==> src/rtl/kros_pkg.sv <==
// Shared definitions for the KROS LED sequencer: mode encodings, a ceiling-log2
// helper and the per-mode next-pattern / start-pattern functions.
package kros_pkg;

  typedef enum logic [1:0] {
    MODE_SCAN = 2'd0,
    MODE_ROT  = 2'd1,
    MODE_BAR  = 2'd2,
    MODE_CNT  = 2'd3
  } mode_e;

  function automatic int clog2(input int value);
    int result;
    result = 0;
    for (int v = value - 1; v > 0; v = v >> 1) result++;
    return result;
  endfunction

  function automatic logic [31:0] led_mask(input int n);
    return (n >= 32) ? 32'hFFFF_FFFF : ((32'd1 << n) - 32'd1);
  endfunction

  // Patterns are carried in 32 bits; the caller truncates to its LED count.
  function automatic logic [31:0] next_pattern(input mode_e mode, input logic [31:0] cur,
                                               input logic up, input int n);
    logic [31:0] m;
    m = led_mask(n);
    case (mode)
      MODE_SCAN: next_pattern = up ? ((cur << 1) & m) : (cur >> 1);
      MODE_ROT:  next_pattern = ((cur << 1) | (cur >> (n - 1))) & m;
      MODE_BAR:  next_pattern = (cur == m) ? 32'd0 : (((cur << 1) | 32'd1) & m);
      default:   next_pattern = (cur + 32'd1) & m;
    endcase
  endfunction

  function automatic logic [31:0] start_pattern(input mode_e mode);
    return (mode == MODE_CNT) ? 32'd0 : 32'd1;
  endfunction

endpackage

==> src/rtl/pb_debounce.sv <==
// Active-low push-button conditioner: 2-flop synchroniser, stability counter
// and a one-cycle pulse on each accepted press (filtered 1 -> 0).
module pb_debounce
  import kros_pkg::*;
#(
  parameter int DB_CYCLES = 16
) (
  input  logic clk,
  input  logic rst_n,
  input  logic pb,
  output logic press
);

  localparam int CNTW = (clog2(DB_CYCLES + 1) < 1) ? 1 : clog2(DB_CYCLES + 1);

  logic            sync_a;
  logic            sync_b;
  logic            state;
  logic [CNTW-1:0] count;

  // Any sample agreeing with the filtered state restarts the stability count.
  always_ff @(posedge clk or negedge rst_n) begin
    if (!rst_n) begin
      sync_a <= 1'b1;
      sync_b <= 1'b1;
      state  <= 1'b1;
      count  <= '0;
      press  <= 1'b0;
    end else begin
      sync_a <= pb;
      sync_b <= sync_a;
      press  <= 1'b0;
      if (sync_b == state) begin
        count <= '0;
      end else if (count == CNTW'(DB_CYCLES - 1)) begin
        count <= '0;
        state <= sync_b;
        press <= ~sync_b;
      end else begin
        count <= count + 1'b1;
      end
    end
  end

endmodule

==> src/rtl/kros_led_sequencer.sv <==
// LED pattern engine: debounced buttons step a rate level and a mode, a
// prescaler generates the advance tick and the LEDR register follows the mode.
module kros_led_sequencer
  import kros_pkg::*;
#(
  parameter int N_LEDS    = 10,
  parameter int SEQ_COUNT = 4,
  parameter int LEVELS    = 8,
  parameter int FREQ_INIT = 7,
  parameter int BASE_DIV  = 64,
  parameter int DB_CYCLES = 16,
  localparam int LW       = clog2(LEVELS)
) (
  input  logic              CLK_50,
  input  logic              reset,
  input  logic              pb_freq_up,
  input  logic              pb_freq_dn,
  input  logic              pb_seq_up,
  input  logic              pb_seq_dn,
  output logic [N_LEDS-1:0] LEDR,
  output logic [LW-1:0]     freq_level,
  output logic [1:0]        seq_sel,
  output logic              tick
);

  localparam int CW = clog2(BASE_DIV) + LEVELS;

  logic [3:0]        raw;
  logic [3:0]        press;
  logic              freq_inc;
  logic              freq_dec;
  logic              seq_chg;
  logic [1:0]        seq_next;
  logic [CW-1:0]     period;
  logic [CW-1:0]     count;
  logic              scan_up;
  logic [N_LEDS-1:0] pat_next;

  assign raw = {pb_seq_dn, pb_seq_up, pb_freq_dn, pb_freq_up};

  for (genvar i = 0; i < 4; i++) begin : g_db
    pb_debounce #(.DB_CYCLES(DB_CYCLES)) u_db (
      .clk  (CLK_50),
      .rst_n(reset),
      .pb   (raw[i]),
      .press(press[i])
    );
  end

  // Opposing presses in the same cycle cancel; saturated steps are not changes.
  assign freq_inc = press[0] & ~press[1] & (freq_level != LW'(LEVELS - 1));
  assign freq_dec = press[1] & ~press[0] & (freq_level != '0);

  always_comb begin
    seq_next = seq_sel;
    if (press[2] && !press[3])
      seq_next = (seq_sel == 2'(SEQ_COUNT - 1)) ? 2'd0 : seq_sel + 2'd1;
    else if (press[3] && !press[2])
      seq_next = (seq_sel == 2'd0) ? 2'(SEQ_COUNT - 1) : seq_sel - 2'd1;
  end

  assign seq_chg  = (seq_next != seq_sel);
  assign period   = CW'(BASE_DIV) << (LW'(LEVELS - 1) - freq_level);
  assign pat_next = N_LEDS'(next_pattern(mode_e'(seq_sel), 32'(LEDR), scan_up, N_LEDS));

  // A control change restarts the period and suppresses the tick for that cycle.
  always_ff @(posedge CLK_50 or negedge reset) begin
    if (!reset) begin
      freq_level <= LW'(FREQ_INIT);
      seq_sel    <= 2'd0;
      LEDR       <= N_LEDS'(1);
      tick       <= 1'b0;
      count      <= '0;
      scan_up    <= 1'b1;
    end else begin
      tick    <= 1'b0;
      seq_sel <= seq_next;
      if (freq_inc)
        freq_level <= freq_level + 1'b1;
      else if (freq_dec)
        freq_level <= freq_level - 1'b1;

      if (freq_inc || freq_dec || seq_chg) begin
        count <= '0;
        if (seq_chg) begin
          LEDR    <= N_LEDS'(start_pattern(mode_e'(seq_next)));
          scan_up <= 1'b1;
        end
      end else if (count == period - 1'b1) begin
        count <= '0;
        tick  <= 1'b1;
        LEDR  <= pat_next;
        if (seq_sel == MODE_SCAN) begin
          if (scan_up && pat_next[N_LEDS-1])
            scan_up <= 1'b0;
          else if (!scan_up && pat_next[0])
            scan_up <= 1'b1;
        end
      end else begin
        count <= count + 1'b1;
      end
    end
  end

endmodule

==> config.mk <==
export PLATFORM = sky130hd
export DESIGN_NAME = kros_led_sequencer
export DESIGN_NICKNAME = d
export VERILOG_FILES = /design/src/rtl/kros_pkg.sv /design/src/rtl/pb_debounce.sv /design/src/rtl/kros_led_sequencer.sv
export SDC_FILE = /design/constraint.sdc
export NUM_CORES = 1
export LEC_CHECK = 0
export ABC_AREA = 1
export CAP_MARGIN = 40
export CORE_MARGIN = 2
export CORE_UTILIZATION = 56
export CTS_BUF_LIST = sky130_fd_sc_hd__clkbuf_16
export CTS_CLUSTER_DIAMETER = 60
export DETAILED_ROUTE_END_ITERATION = 8
export GPL_ROUTABILITY_DRIVEN = 1
export GPL_TIMING_DRIVEN = 0
export PLACE_DENSITY = 0.76
export RECOVER_POWER = 25
export SYNTH_ARGS = -nofsm -noshare
export SYNTH_HDL_FRONTEND = slang
export SYNTH_SLANG_ARGS = --single-unit
==> constraint.sdc <==
create_clock -name CLK_50 -period 2.5 [get_ports CLK_50]
set_input_delay 0.5 -clock CLK_50 [delete_from_list [all_inputs] [get_ports CLK_50]]
set_output_delay 0.5 -clock CLK_50 [all_outputs]
set_load 0.05 [all_outputs]
==> results.txt <==
max cap viols: 1
Iteration-0 DRC Markers: 132
crit path max fanout: 9
Peak Freq: 437.0 MHz
syn nets: 433
post-CTS sizing: 0
I/O pin count: 22
initial antenna violation count: 0
Reg2Reg Launch Point: freq_level[1]
endpoints failing setup: 0
R2R depth: 14
DR WL/cell: 12.47 microns
vias in the first global route: 2770
CTS sink count: 67
Pre-antenna DRT Iters: 4
HP Class: register to register
placer's final routability congestion estimate: 0.8777
antenna cells: 0
post-synth top area share: 35.66%
Critical Path Sink: freq_level[1]
worst slew pin tran: 1.584 ns
DR vias/cell: 5.304
slowest stage delay, CP: 0.83 ns
RSZ-0062 raised after global routing: no
Max VDD drop: 0.0005019 V
post-DP HPWL: 4541 microns
Filler Cell Count: 502
Synth area leaders: dfrtp_1 (36%), dfstp_2 (13%), nand2_1 (11%)
outcome: complete, but fails checks
nets@finish: 468
Critical R2R Capture: LEDR[1]
leading cell types in the layout, fill and taps excluded: nand2_1 (99), nor2_1 (60), dfrtp_1 (50), inv_1 (40), nand3_1 (31)
post-synth cell types: 35
Clock transition at path regs: 0.05 ns
routed vias: 2811
post-synthesis area per instance: 8.454 sq um
GRT Total Usage: 20.95%
Core ar.: 5991 sq um
Slew Limit Fails: 68
H-tree levels: 3
post-synthesis cell count: 415
HP Start: g_db[3].u_db.sync_a
row count: 28
final core utilization: 68.21%
setup ws final: 0.2117 ns
Starting Density: 58.56%
register bit total from synthesis: 67
commonest non-fill, non-tap cell in the layout: nand2_1
CP top delay family: buffers and inverters
Die Area: 6914 sq um
Inserted Clock Buffers: 9
kind of critical path: register to output pin
CTS root buf: clkbuf_16
asr flop ratio synth: 100.0%
Max Root-Sink Buffers: 2
Fin. Hold Viols: 0
Leak: 1.926 nW
TritonCTS clock tree: yes
Worst Clk Skew: 0.007656 ns
Clock Latency Late Sink: 0.33 ns
CP Capture Type: output pin
Setup crit start kind: register
CP Buf/Inv Count: 1
die height: 83.15 microns
Tmin final: 2.288 ns
crit path cell chain: clkdlybuf4s50_1
critical path's slowest cell: clkdlybuf4s50_1
post-route cell area: 4086 sq um
port buffer count: 21
area grow syn2layout: 16.48%
placed inst area: 3810 sq um
CP Data Arrival Time: 1.79 ns
Worst Path Required: 2.00 ns
ys flop type: dfrtp_1
failing checks: max-capacitance violations, max-slew violations
global route total overflow: 0
Synth Warn #: 0
WP depth: 1
Hold Buf Count CTS: 0
pre-CTS WS: 0.06869 ns
Cell Area, Synth: 3508 sq um
layout cells sized above 1: 14.29%
number of setup buffers added after CTS: 0
DRC viols: 0
crit path from: freq_level[1]
PwrDens: 707.2 nW/um^2
leading area contributor after synthesis: dfrtp_1
first-pass GRT wire length: 11900 microns
DIE WIDTH: 83.15 microns
crit share post-route: 91.53%
reg-to-reg slack, setup: 0.23 ns
largest net degree at the start of global routing: 68
Slew HR: -5.595%
final wirelength: 6609 microns
EDFF count, synth: 0
Seq/Total Area, Yosys: 48.40%
Post-DRT Antenna Nets: 0
power by group:
part / total (mW) / internal, mW / switching (mW)
registers: 1.31 / 1.20 / 0.104
logic: 0.502 / 0.185 / 0.317
clock network: 1.08 / 0.651 / 0.431
total: 2.89 / 2.04 / 0.851
layer usage:
metal  track usage [%]  part of all wire [%]  vias up
met4             9.687                   1.9        0
met1             25.81                    45     1345
li1                  -                     -     1401
met5                 0                     0        -
met2             35.56                    50       52
met3             4.076                   3.8       13
how the worst min path moves through the flow:
stage                               end  slack, ns  cells after the start
global route        g_db[3].u_db.sync_b       0.35                      0
CTS                             LEDR[5]       0.31                      1
finish              g_db[3].u_db.sync_b       0.35                      0
detailed placement  g_db[3].u_db.sync_b       0.35                      0
floorplan                       LEDR[1]       0.20                      0
global placement    g_db[2].u_db.sync_b       0.35                      0
registers in the layout (all words and copies together), names as in the netlist:
name	count
freq_level	3
tick	1
g_db.u_db.count	20
scan_up	1
g_db.u_db.press	4
g_db.u_db.sync_b	4
g_db.u_db.state	4
g_db.u_db.sync_a	4
count	14
LEDR	10
seq_sel	2
cell families (layout without fill, tap and decap cells):
| kind of cell | count (synthesis) | in the layout | share of synthesized area, % |
|---|---|---|---|
| multiplexers | 1 | 1 | 0.3209 |
| XOR/XNOR | 27 | 27 | 6.740 |
| adder cells (fa/ha/maj) | 12 | 12 | 4.494 |
| flip-flops | 67 | 67 | 48.40 |
| buffers and inverters | 46 | 86 | 5.135 |
| AND/OR/NAND/NOR | 232 | 232 | 29.74 |
| AO/OA/AOI/OAI | 30 | 30 | 5.171 |
cells in the mapped netlist, types with 8 or more instances:
cell / n
nor2_1: 60
a21oi_1: 8
ha_1: 11
nand3_1: 31
dfstp_2: 17
xor2_1: 17
nor3_1: 11
nand2_1: 99
inv_1: 37
xnor2_1: 10
dfrtp_1: 50
o21ai_0: 11
final cells by class:
class	count	area, sq um	area share, %
clock buffers	9	225.2	5.511
inverters	42	161.4	3.950
plain buffers	3	13.76	0.3368
flip-flops and latches	67	1698	41.55
well taps	75	93.84	2.296
repair buffers	25	232.7	5.695
clock inverters	7	31.28	0.7655
multi-input cells	302	1630	39.90
stage by stage:
step / instances / TNS [ns] / power [mW] / hold WS, ns
2_1_floorplan: 415 / 0 / 1.671 / 0.2044
3_3_place_gp: 511 / -69.94 / 1.808 / 0.3457
3_5_place_dp: 511 / 0 / 1.826 / 0.3475
4_1_cts: 527 / 0 / 2.918 / 0.3086
5_1_grt: 530 / 0 / 3.030 / 0.3546
6_report: 530 / 0 / 2.890 / 0.3541
Power figures use the tool's default switching activity.
